--- config.mk ---
export PLATFORM = sky130hd
export DESIGN_NAME = rtc_bus_seq
export DESIGN_NICKNAME = d
export VERILOG_FILES = /design/src/rtl/rtc_pkg.sv /design/src/rtl/rtc_bus_phy.sv /design/src/rtl/rtc_bus_seq.sv
export SDC_FILE = /design/constraint.sdc
export NUM_CORES = 1
export LEC_CHECK = 0
export BUFFER_PORTS_ARGS = -buffer_cell sky130_fd_sc_hd__buf_2
export CORE_MARGIN = 1
export CORE_UTILIZATION = 50
export CTS_CLUSTER_SIZE = 25
export DETAILED_ROUTE_END_ITERATION = 6
export PLACE_DENSITY = 0.71
export SLEW_MARGIN = 20
export SYNTH_ARGS = -nofsm -noshare
export SYNTH_HDL_FRONTEND = slang
export SYNTH_SLANG_ARGS = --single-unit
--- constraint.sdc ---
create_clock -name clk -period 5 [get_ports clk]
set_input_delay 0.75 -clock clk [delete_from_list [all_inputs] [get_ports clk]]
set_output_delay 0.75 -clock clk [all_outputs]
set_load 0.005 [all_outputs]
--- src/rtl/rtc_pkg.sv ---
// rtc_pkg: encodings shared by the RTC main mode FSM and the bus sequencer.
// Build option: RTC_BUS_TIMER_EN extends the poll list with the timer registers.
package rtc_pkg;

    typedef enum logic [1:0] {
        MODE_RST  = 2'b00,
        MODE_INIT = 2'b01,
        MODE_READ = 2'b10,
        MODE_EDIT = 2'b11
    } mode_t;

    typedef enum logic [2:0] {
        ST_IDLE,
        ST_ADDR,
        ST_GAP1,
        ST_DATA,
        ST_GAP2
    } bus_state_t;

    localparam logic [7:0] REG_CTRL_A = 8'h02;
    localparam logic [7:0] REG_CTRL_B = 8'h10;
    localparam logic [7:0] REG_SEC    = 8'h21;
    localparam logic [7:0] REG_MIN    = 8'h22;
    localparam logic [7:0] REG_HOUR   = 8'h23;
    localparam logic [7:0] REG_DAY    = 8'h24;
    localparam logic [7:0] REG_MONTH  = 8'h25;
    localparam logic [7:0] REG_YEAR   = 8'h26;
    localparam logic [7:0] REG_TMR0   = 8'h41;
    localparam logic [7:0] REG_TMR1   = 8'h42;
    localparam logic [7:0] REG_TMR2   = 8'h43;

    localparam int unsigned INIT_LEN = 3;
`ifdef RTC_BUS_TIMER_EN
    localparam int unsigned POLL_LEN = 9;
`else
    localparam int unsigned POLL_LEN = 6;
`endif

    // Init sequence: address/data pairs written in step order
    function automatic logic [7:0] init_addr(input logic [1:0] step);
        case (step)
            2'd0:    return REG_CTRL_A;
            2'd1:    return REG_CTRL_A;
            default: return REG_CTRL_B;
        endcase
    endfunction

    function automatic logic [7:0] init_data(input logic [1:0] step);
        case (step)
            2'd0:    return 8'h10;
            2'd1:    return 8'h00;
            default: return 8'hD2;
        endcase
    endfunction

    // Poll list: time registers, optionally followed by the timer registers
    function automatic logic [7:0] poll_addr(input logic [3:0] idx);
        case (idx)
            4'd0:    return REG_SEC;
            4'd1:    return REG_MIN;
            4'd2:    return REG_HOUR;
            4'd3:    return REG_DAY;
            4'd4:    return REG_MONTH;
            4'd5:    return REG_YEAR;
`ifdef RTC_BUS_TIMER_EN
            4'd6:    return REG_TMR0;
            4'd7:    return REG_TMR1;
            4'd8:    return REG_TMR2;
`endif
            default: return REG_SEC;
        endcase
    endfunction

endpackage

--- src/rtl/rtc_bus_phy.sv ---
// rtc_bus_phy: bus phase FSM, phase counter and registered strobe/drive encoding
// for one multiplexed address/data transaction.
module rtc_bus_phy
    import rtc_pkg::*;
#(
    parameter int PHASE_CYC = 4
) (
    input  logic       clk,
    input  logic       reset,
    input  logic       start,
    input  logic       start_read,
    input  logic [7:0] start_addr,
    input  logic [7:0] start_data,
    input  logic [7:0] ad_in,
    output logic       busy,
    output logic       capture,
    output logic       done,
    output logic [7:0] txn_addr,
    output logic       cs_n,
    output logic       rd_n,
    output logic       wr_n,
    output logic       ad,
    output logic [7:0] ad_out,
    output logic       ad_oe
);

    localparam int CW = $clog2(PHASE_CYC);
    localparam logic [CW-1:0] LOAD = CW'(PHASE_CYC - 1);

    bus_state_t    state;
    logic [CW-1:0] cnt;
    logic          is_read;
    logic [7:0]    data_q;

    // Read data is sampled by the top on the last DATA cycle of a read
    assign capture = (state == ST_DATA) && (cnt == '0) && is_read;
    assign done    = (state == ST_GAP2);

    // Bus FSM; every output is set on the transition into the state it belongs to
    always_ff @(posedge clk or posedge reset) begin
        if (reset) begin
            state    <= ST_IDLE;
            cnt      <= '0;
            is_read  <= 1'b0;
            txn_addr <= '0;
            data_q   <= '0;
            busy     <= 1'b0;
            cs_n     <= 1'b1;
            rd_n     <= 1'b1;
            wr_n     <= 1'b1;
            ad       <= 1'b0;
            ad_out   <= '0;
            ad_oe    <= 1'b0;
        end else begin
            case (state)
                ST_IDLE: begin
                    if (start) begin
                        state    <= ST_ADDR;
                        cnt      <= LOAD;
                        is_read  <= start_read;
                        txn_addr <= start_addr;
                        data_q   <= start_data;
                        busy     <= 1'b1;
                        cs_n     <= 1'b0;
                        wr_n     <= 1'b0;
                        rd_n     <= 1'b1;
                        ad       <= 1'b0;
                        ad_oe    <= 1'b1;
                        ad_out   <= start_addr;
                    end
                end
                ST_ADDR: begin
                    if (cnt == '0) begin
                        state <= ST_GAP1;
                        cs_n  <= 1'b1;
                        wr_n  <= 1'b1;
                        rd_n  <= 1'b1;
                        ad_oe <= 1'b0;
                    end else begin
                        cnt <= cnt - CW'(1);
                    end
                end
                ST_GAP1: begin
                    state  <= ST_DATA;
                    cnt    <= LOAD;
                    cs_n   <= 1'b0;
                    ad     <= 1'b1;
                    wr_n   <= is_read;
                    rd_n   <= !is_read;
                    ad_oe  <= !is_read;
                    ad_out <= is_read ? '0 : data_q;
                end
                ST_DATA: begin
                    if (cnt == '0) begin
                        state <= ST_GAP2;
                        cs_n  <= 1'b1;
                        wr_n  <= 1'b1;
                        rd_n  <= 1'b1;
                        ad_oe <= 1'b0;
                    end else begin
                        cnt <= cnt - CW'(1);
                    end
                end
                ST_GAP2: begin
                    state  <= ST_IDLE;
                    busy   <= 1'b0;
                    ad     <= 1'b0;
                    ad_out <= '0;
                end
                default: begin
                    state <= ST_IDLE;
                    busy  <= 1'b0;
                end
            endcase
        end
    end

endmodule

--- src/rtl/rtc_bus_seq.sv ---
// rtc_bus_seq: turns the main FSM mode into RTC bus transactions (init writes,
// round-robin time polling, user edits) and returns read data.
// Build option: RTC_BUS_TIMER_EN adds timer registers 0x41..0x43 to polling.
module rtc_bus_seq
    import rtc_pkg::*;
#(
    parameter int PHASE_CYC = 4
) (
    input  logic       clk,
    input  logic       reset,
    input  logic [1:0] mode,
    input  logic       edit_valid,
    input  logic [7:0] edit_addr,
    input  logic [7:0] edit_data,
    output logic       edit_ready,
    output logic       rd_valid,
    output logic [7:0] rd_addr,
    output logic [7:0] rd_data,
    output logic       init_done,
    output logic       busy,
    output logic       cs_n,
    output logic       rd_n,
    output logic       wr_n,
    output logic       ad,
    output logic [7:0] ad_out,
    output logic       ad_oe,
    input  logic [7:0] ad_in
);

    mode_t      mode_e;
    logic       start;
    logic       start_read;
    logic [7:0] start_addr;
    logic [7:0] start_data;
    logic       capture;
    logic       done;
    logic [7:0] txn_addr;
    logic [3:0] poll_idx;
    logic [3:0] use_idx;
    logic [3:0] next_idx;
    logic       in_poll;
    logic [1:0] init_step;
    logic       init_last;

    assign mode_e     = mode_t'(mode);
    assign edit_ready = !busy && (mode_e == MODE_EDIT);

    // A fresh entry into read mode restarts the poll list at its first entry
    assign use_idx  = in_poll ? poll_idx : '0;
    assign next_idx = (use_idx == 4'(POLL_LEN - 1)) ? '0 : use_idx + 4'd1;

    // Transaction selection, evaluated in each IDLE cycle
    always_comb begin
        start      = 1'b0;
        start_read = 1'b0;
        start_addr = '0;
        start_data = '0;
        if (!busy) begin
            case (mode_e)
                MODE_EDIT: begin
                    start      = edit_valid;
                    start_addr = edit_addr;
                    start_data = edit_data;
                end
                MODE_READ: begin
                    start      = 1'b1;
                    start_read = 1'b1;
                    start_addr = poll_addr(use_idx);
                end
                MODE_INIT: begin
                    start      = !init_done;
                    start_addr = init_addr(init_step);
                    start_data = init_data(init_step);
                end
                MODE_RST: begin
                    start = 1'b0;
                end
            endcase
        end
    end

    // Read return, poll index, init progress and init_done tracking
    always_ff @(posedge clk or posedge reset) begin
        if (reset) begin
            rd_valid  <= 1'b0;
            rd_addr   <= '0;
            rd_data   <= '0;
            init_done <= 1'b0;
            init_step <= '0;
            init_last <= 1'b0;
            poll_idx  <= '0;
            in_poll   <= 1'b0;
        end else begin
            rd_valid <= capture;
            if (capture) begin
                rd_addr <= txn_addr;
                rd_data <= ad_in;
            end
            if (done && init_last) begin
                init_done <= 1'b1;
                init_step <= '0;
                init_last <= 1'b0;
            end
            if (!busy) begin
                case (mode_e)
                    MODE_RST: begin
                        init_done <= 1'b0;
                        init_step <= '0;
                        in_poll   <= 1'b0;
                    end
                    MODE_INIT: begin
                        in_poll <= 1'b0;
                        if (!init_done) begin
                            init_step <= init_step + 2'd1;
                            init_last <= (init_step == 2'(INIT_LEN - 1));
                        end
                    end
                    MODE_READ: begin
                        init_step <= '0;
                        in_poll   <= 1'b1;
                        poll_idx  <= next_idx;
                    end
                    MODE_EDIT: begin
                        init_step <= '0;
                        in_poll   <= 1'b0;
                    end
                endcase
            end
        end
    end

    rtc_bus_phy #(
        .PHASE_CYC(PHASE_CYC)
    ) u_phy (
        .clk       (clk),
        .reset     (reset),
        .start     (start),
        .start_read(start_read),
        .start_addr(start_addr),
        .start_data(start_data),
        .ad_in     (ad_in),
        .busy      (busy),
        .capture   (capture),
        .done      (done),
        .txn_addr  (txn_addr),
        .cs_n      (cs_n),
        .rd_n      (rd_n),
        .wr_n      (wr_n),
        .ad        (ad),
        .ad_out    (ad_out),
        .ad_oe     (ad_oe)
    );

endmodule

==> results of run 1 <==
synthesized netlist by cell type, types with 3 or more instances:
cell type,instances,area share [%]
dfrtp_1,59,49
a21boi_0,5,1.3
a2111oi_0,3,0.88
dfstp_2,3,2.6
a22oi_1,3,0.75
nor2_1,6,0.75
nor2b_1,3,0.63
ha_1,5,2.1
and2_1,7,1.5
o32a_1,3,1.0
nor3b_1,3,0.75
a22o_1,5,1.5
mux2_2,26,9.8
inv_1,20,2.5
nand2_1,24,3.0
mux2i_1,8,2.7
a31oi_1,4,0.84
o21ai_0,12,2.0
nand2b_1,9,1.9
a21oi_1,16,2.7
clkbuf_1,11,1.4
stage by stage:
step                      util [%]  hold WS, ns  instances  setup slack, ns  power, mW
after CTS                    62.16       0.4842        403            2.470      1.032
after global routing         62.16       0.5088        403            2.368      1.061
after floorplan                  -       0.4585        268            2.683     0.5559
after detailed placement     58.48       0.4760        387            2.115     0.5791
after global placement       58.48       0.4681        387            2.159     0.5770
final                        62.16       0.4800        403            2.469      1.021
logic make-up after synthesis:
group / after synthesis / share of synthesized area [%]
AO/OA/AOI/OAI: 65 / 14.84
XOR/XNOR: 2 / 0.5869
adder cells (fa/ha/maj): 5 / 2.096
buffers and inverters: 35 / 5.490
flip-flops: 62 / 52.10
multiplexers: 35 / 12.99
AND/OR/NAND/NOR: 64 / 11.90
layout make-up:
cell class | count | area [sq um] | share of cell area, %
Tap cell | 72 | 90.09 | 2.569
Inverter | 20 | 75.07 | 2.141
Timing Repair Buffer | 62 | 312.8 | 8.919
Clock buffer | 10 | 137.6 | 3.924
Multi-Input combinational cell | 171 | 1266 | 36.10
Sequential cell | 62 | 1555 | 44.35
Clock inverter | 6 | 70.07 | 1.998
sequential cells by signal (all words and copies together) (netlist names), 2 cells and up:
signal	count
init_step	2
poll_idx	4
rd_addr	8
rd_data	8
u_phy.ad_out	8
u_phy.cnt	2
u_phy.data_q	8
u_phy.state	3
u_phy.txn_addr	8
path summary, 6_finish.rpt:
path	slack, ns	from	depth (start not counted)	end
max	2.47	mode[1]	5	u_phy.data_q[7]$_DFFE_PP0P_
min	0.48	u_phy.cs_n$_DFFE_PP1P_	2	u_phy.cs_n$_DFFE_PP1P_
max reg2reg	2.49	u_phy.busy$_DFFE_PP0P_	4	u_phy.data_q[7]$_DFFE_PP0P_
min reg2reg	0.48	u_phy.cs_n$_DFFE_PP1P_	2	u_phy.cs_n$_DFFE_PP1P_
max in group asynchronous	3.89	reset	3	rd_addr[1]$_DFFE_PP0P_
min in group asynchronous	0.62	reset	3	rd_addr[5]$_DFFE_PP0P_
routing by layer:
| metal | GRT usage [%] | wire (um) | vias up |
|---|---|---|---|
| li1 | - | - | 1056 |
| met1 | 30.39 | 2811 | 1080 |
| met2 | 32.50 | 2889 | 63 |
| met3 | 4.138 | 316 | 12 |
| met4 | 12.00 | 122 | 0 |
| met5 | 0 | 0 | - |
power by group:
part	total (mW)	switching (mW)	internal (mW)	leakage, nW
Clock	0.452	0.206	0.246	0.0951
Sequential	0.523	0.00796	0.515	0.784
Combinational	0.0459	0.0246	0.0213	0.911
Total	1.02	0.239	0.782	1.79
worst register-to-register path, stage by stage (launching register included):
cell and delay [ns]:
dfrtp_1 0.52, nor4b_4 0.53, a21oi_2 0.06, or4_1 0.85
mux2_4 0.44
==> flow_summary.ini, run 1 <==
[placed_design]
dp_hpwl_um = 4256
dpl-instance-area_sq_um = 3299
port_buffers = 61
place_congestion = 0.8316

[finish]
layout_common_cells = 61 x buf_2, 59 x dfrtp_1, 26 x mux2_2
final_area_sq_um = 3507
drive_gt1_share_pct = 34.14
nets = 360
final_common_cell = buf_2
nFillCells = 467
area_growth_pct = 17.48
diodes = 0

[power]
peakVddDrop_v = 0.0001603
powerDensity_nw_per_um2 = 291.1
p_leak_nw = 1.791

[global_route]
antenna_found_initial = 0
track_usage_pct = 21.96
grt_pass1_vias = 2072
grt_pass1_wl_um = 10260
grt-ovfl-total = 0
grt_max_degree = 63

[synth]
syn_area_sq_um = 2985
yosysWarnings = 0
ys_seq_elements = 62
syn_inst = 268
ys_seq_area_share_pct = 52.10
synth-main-ff-cell = dfrtp_1
syn_nets = 302
synth-edff-count = 0
avgSynthCellArea_sq_um = 11.14
async_flop_share_pct = 100.0
synth_cell_type_count = 48

[cts]
cts-resized-gates = 0
ctsHoldBuffers = 0
clock-sinks = 62
insertion_delay_ns = 0.34
clkTransAtPathRegs_ns = 0.07
cts-root-buf = clkbuf_8
post_cts_buffers = 0
h-tree-depth = 3
numCtsBuffers = 9
clockBufferDepth = 2
cts_tree = done

[route]
drtIter0Drc = 152
routedWlPerCell_um = 15.24
via_count = 2211
drcViolationCount = 0
dr.pass1.iters = 4
ant_nets = 0
drt-total-wl_um = 6140
via_per_inst = 5.486

[job]
maxCapViolCount = 0

[timing]
worst_clock_skew_ns = 0.009424
fmax_ghz = 0.3951
tightest_slew_ns = 1.076
rsz0062_at_grt = false
finalCritPeriodShare_pct = 50.62
finalWorstPathRequiredPeriod_ns = 2.531
slew_headroom_pct = 28.14
final.setup.tns_ns = 0
final-setup-viol-count = 0
hold_violations = 0
slew_violations = 0

[floorplanning]
io-pin-count = 62
die_area_sq_um = 6284
initial_core_util_pct = 52.92
die_w_um = 79.27
core_sq_um = 5642
die_y_um = 79.27
rows = 27

[setup_path]
path_class = in -> reg
slowest_delay_ns = 0.85
crit_path_start_kind = input port
cp.arrival_ns = 2.76
cp_num_buf_inv = 1
crit_chain = buf_2 > nor4b_4 > a21oi_2 > or4_1 > mux2_4
path_max_fanout = 18
cp.required_ns = 5.23
slowest_stage = or4_1
critPathTopFamily = simple AND/OR/NAND/NOR gates
worstSetupEndpointType = flip-flop

[status]
status = complete, no violations

[hold_path]
min-delay-path-class = reg -> reg
Power figures use the tool's default switching activity.
==> run 2: changes to the inputs <==
Settings changed: ABC_AREA from default to 1, CORE_UTILIZATION 50 to 49, PLACE_DENSITY 0.71 to 0.73.
Clock period 5 ns to 2.24 ns, I/O delays scaled along.
==> flow_summary.ini, run 2 <==
[status]
status = complete, no violations

[floorplanning]
die_y_um = 79.22
rows = 27
initial_core_util_pct = 51.79
die_area_sq_um = 6275
die_w_um = 79.22
core_sq_um = 5642
io-pin-count = 62

[finish]
area_growth_pct = 19.66
nFillCells = 481
layout_common_cells = 75 x nand2_1, 61 x buf_2, 59 x dfrtp_1
drive_gt1_share_pct = 27.75
nets = 429
diodes = 0
final_common_cell = nand2_1

[synth]
synth_cell_type_count = 35
yosysWarnings = 0
ys_seq_area_share_pct = 53.23
synth_area_leaders = dfrtp_1 51%, nand2_1 9.6%, inv_1 4.8%
netlist.area_leader.share_pct = 50.54
synth_most_common_cell = nand2_1
synth-main-ff-cell = dfrtp_1
ys_top_cells_by_count = 75 x nand2_1, 59 x dfrtp_1, 37 x inv_1, 37 x nor2_1, 26 x o21ai_0
syn_nets = 360
syn_area_sq_um = 2922
synth-edff-count = 0
syn_inst = 326
ys_seq_elements = 62
yosysTopAreaCell = dfrtp_1
async_flop_share_pct = 100.0
avgSynthCellArea_sq_um = 8.962

[route]
dr.pass1.iters = 4
via_count = 2378
via_per_inst = 5.038
drtIter0Drc = 96
ant_nets = 0
drt-total-wl_um = 6188
routedWlPerCell_um = 13.11
drcViolationCount = 0

[timing]
rsz0062_at_grt = false
finalCritPeriodShare_pct = 77.15
fin_ws_ns = 0.5118
slew_headroom_pct = 63.50
fmax_ghz = 0.5786
hold_violations = 0
worst_clock_skew_ns = 0.01065
final-setup-viol-count = 0
tightest_slew_ns = 0.5455
finalWorstPathRequiredPeriod_ns = 1.728
slew_violations = 0
final.setup.tns_ns = 0

[placed_design]
place_congestion = 0.9259
port_buffers = 61
pre_cts_ws_ns = 0.5443
dp_hpwl_um = 4626

[cts]
numCtsBuffers = 9
cts-root-buf = clkbuf_8
clkTransAtPathRegs_ns = 0.07
clockBufferDepth = 2
h-tree-depth = 3
insertion_delay_ns = 0.34
clock-sinks = 62
cts_tree = done

[power]
peakVddDrop_v = 0.0004683
powerDensity_nw_per_um2 = 1195
p_leak_nw = 1.857

[global_route]
grt_pass1_wl_um = 10440
track_usage_pct = 22.16
antenna_found_initial = 0
grt_max_degree = 57
grt_pass1_vias = 2350
grt-ovfl-total = 0

[setup_path]
reg2reg_from = u_phy.cnt[0]$_DFFE_PP0P_
crit_start = u_phy.busy$_DFFE_PP0P_
cp.required_ns = 1.90
ff2ff_path_depth = 7
path_max_fanout = 9
worstSetupEndpointType = output port
crit_path_start_kind = flip-flop
path_class = reg -> out
cp.arrival_ns = 1.39

[hold_path]
min_path_cells = 2
min-delay-path-class = in -> reg
hp-start = ad_in[6]

[job]
maxCapViolCount = 0
[run 2: cell families after synthesis]
kind of cell    synth area share (%)
mux                            3.469
fa+ha+maj                      2.141
compound gates                 12.51
buf+inv                        7.751
simple gates                   20.60
xor+xnor                      0.2998
flops                          53.23
[run 2: path summary, 6_finish.rpt]
path	end	slack (ns)
max in group asynchronous	u_phy.wr_n$_DFFE_PP1P_	1.25
min in group asynchronous	rd_data[5]$_DFFE_PP0P_	0.43
setup reg to reg	rd_addr[6]$_DFFE_PP0P_	0.55
setup / recovery	edit_ready	0.51
hold reg to reg	u_phy.cs_n$_DFFE_PP1P_	0.47
hold / removal	rd_data[6]$_DFFE_PP0P_	0.22
[run 2: metal layers]
metal	vias to the layer above	global-route usage, %	wire length [um]
li1	1190	-	-
met4	0	10.00	108
met3	12	5.517	262
met2	67	36.64	3030
met1	1109	27.29	2787
met5	-	0	0
[run 2: area by class of cell]
class / instances / area (sq um) / area share (%)
Sequential cell: 62 / 1555 / 44.49
Clock buffer: 10 / 137.6 / 3.937
Clock inverter: 6 / 61.31 / 1.754
Timing Repair Buffer: 65 / 350.3 / 10.02
Inverter: 43 / 161.4 / 4.617
Multi-Input combinational cell: 214 / 1140 / 32.61
Tap cell: 72 / 90.09 / 2.577
[run 2: worst max-delay path: stages, from the launching register on]
cell,delay (ns)
dfrtp_1,0.46
inv_2,0.17
nand2_1,0.14
inv_2,0.15
buf_2,0.14
[run 2: repair_timing]
| action | 4_1_cts | 5_1_grt |
|---|---|---|
| buffers inserted | 0 | 0 |
| resized for setup | 0 | 0 |
| endpoints found under the hold margin | 6 | 0 |
| hold buffers | 1 | 0 |
[run 2: metrics by stage]
| stage | cell area (sq um) | power, mW | util (%) | std cells | hold WS, ns |
|---|---|---|---|---|---|
| floorplan | 2922 | 2.781 | - | 326 | 0.4452 |
| global placement | 3287 | 3.164 | 58.26 | 455 | 0.2382 |
| detailed placement | 3287 | 3.231 | 58.26 | 455 | 0.2365 |
| CTS | 3496 | 4.226 | 61.97 | 472 | 0.2077 |
| global route | 3496 | 4.514 | 61.97 | 472 | 0.2086 |
| finish | 3496 | 4.179 | 61.97 | 472 | 0.2165 |
[run 2: report_power, final]
group	leakage [nW]	switching [mW]	internal, mW	total, mW
Clock	0.102	0.439	0.539	0.978
Sequential	0.802	0.243	1.54	1.79
Combinational	0.952	0.863	0.551	1.41
==> run 3: changes to the inputs <==
Clock period 2.24 ns to 1.4 ns, I/O delays scaled along.
==> flow_summary.ini, run 3 (synthesis results as in run 2) <==
[status]
status = finished, violations left
violations = setup timing

[power]
p_leak_nw = 2.033
powerDensity_nw_per_um2 = 1961
peakVddDrop_v = 0.001070

[setup_path]
timing.rr.end = rd_data[4]$_DFFE_PP0P_
r2r_slack_ns = -0.10
ff2ff_path_depth = 6
crit_path_end = rd_data[4]$_DFFE_PP0P_
path_class = reg -> reg
crit_path_start_kind = flip-flop
crit_start = u_phy.cnt[0]$_DFFE_PP0P_
worstSetupEndpointType = flip-flop
reg2reg_from = u_phy.cnt[0]$_DFFE_PP0P_
cp.required_ns = 1.63
cp.arrival_ns = 1.73
path_max_fanout = 10

[floorplanning]
die_area_sq_um = 6275
rows = 27
core_sq_um = 5642
io-pin-count = 62
initial_core_util_pct = 51.79
die_w_um = 79.22
die_y_um = 79.22

[cts]
insertion_delay_ns = 0.35
numCtsBuffers = 9
clkTransAtPathRegs_ns = 0.07
cts_tree = done
cts-root-buf = clkbuf_8
clockBufferDepth = 2
clock-sinks = 62
h-tree-depth = 3

[finish]
diodes = 0
area.sequential_sq_um = 1560
fin_util_pct = 69.97
final_common_cell = nand2_1
multi_input_area_sq_um = 1304
nets = 461
layout_common_cells = 66 x nand2_1, 60 x buf_2, 55 x dfrtp_1
drive_gt1_share_pct = 40.97
final_area_sq_um = 3948
nFillCells = 441
area_growth_pct = 35.12

[global_route]
antenna_found_initial = 0
grt_max_degree = 63
track_usage_pct = 22.93
grt-ovfl-total = 0
grt_pass1_vias = 2434
grt_pass1_wl_um = 10870

[route]
drtIter0Drc = 103
drcViolationCount = 0
via_count = 2529
via_per_inst = 5.018
ant_nets = 0
dr.pass1.iters = 4
drt-total-wl_um = 6846
routedWlPerCell_um = 13.58

[timing]
worst_clock_skew_ns = 0.007594
slew_headroom_pct = 78.17
slew_violations = 0
hold_slack_ns = 0.08203
final-setup-viol-count = 16
fmax_ghz = 0.6664
finalCritPeriodShare_pct = 107.2
tightest_slew_ns = 0.3274
hold_violations = 0
rsz0062_at_grt = true
finalWorstPathRequiredPeriod_ns = 1.501
fin_ws_ns = -0.1006

[hold_path]
min-delay-path-class = in -> reg

[placed_design]
place_congestion = 0.8285
dpl-instance-area_sq_um = 3506
port_buffers = 61
dp_hpwl_um = 4684

[job]
maxCapViolCount = 0
==> run 3: cell types whose count changed in the layout (fill, tap and decap cells not counted), moves of 5 or more <==
cell | before | now
buf_4 | 2 | 30
nand2_1 | 75 | 66
nor2_1 | 37 | 28
nor2_2 | 1 | 8
o21ai_0 | 26 | 21
==> run 3: area by class of cell <==
type,count,share of cell area (%)
multi-input cells,215,33.03
repair buffers,96,15.44
flip-flops and latches,62,39.52
inverters,43,4.311
clock buffers,10,3.233
well taps,72,2.282
clock inverters,6,2.187
==> run 3: worst min path at each step <==
stage | from | endpoint | depth (start not counted)
final | ad_in[0] | rd_data[0]$_DFFE_PP0P_ | 2
after global routing | ad_in[7] | rd_data[7]$_DFFE_PP0P_ | 2
after CTS | ad_in[0] | rd_data[0]$_DFFE_PP0P_ | 2
after detailed placement | reset | rd_addr[2]$_DFFE_PP0P_ | 3
after global placement | reset | rd_addr[2]$_DFFE_PP0P_ | 3
after floorplan | reset | in_poll$_DFFE_PP0N_ | 1
==> run 3: power breakdown <==
group	leakage [nW]	total, mW	internal, mW	switching [mW]
registers	0.797	2.89	2.48	0.417
clock network	0.106	1.73	0.999	0.732
logic	1.13	3.11	1.37	1.74
total	2.03	7.74	4.85	2.89
==> run 3: through the flow <==
step / instances / power [mW] / setup WS (ns) / TNS, ns
floorplan: 326 / 4.451 / -0.1015 / -0.5074
global placement: 482 / 5.396 / -0.01639 / -0.04424
detailed placement: 482 / 5.498 / -0.05575 / -0.6955
CTS: 501 / 7.424 / -0.08439 / -1.060
global route: 504 / 8.272 / -0.1503 / -3.202
finish: 504 / 7.740 / -0.1006 / -0.9502
==> run 3: timing repair <==
action,4_1_cts,5_1_grt
setup buffers,2,3
gates resized for setup,13,44
hold endpoints to repair,59,0
endpoints found under the setup margin,26,51
gates cloned,0,1
pin swaps,2,5
hold buffers,1,0
==> run 3: worst max-delay path: stages (launching register included) <==
cell	delay, ns
dfrtp_1	0.38
inv_1	0.08
ha_2	0.20
nand2_2	0.08
nor3_4	0.15
buf_12	0.16
mux2_2	0.34
==> run 3: metal layers <==
layer / part of all wire [%] / vias to the layer above / wire, um / global-route usage (%)
met2: 48 / 79 / 3307 / 36.47
met1: 44 / 1178 / 3011 / 29.00
li1: - / 1254 / - / -
met5: 0 / - / 0 / 0
met4: 3.1 / 0 / 212 / 12.00
met3: 4.6 / 18 / 315 / 5.402
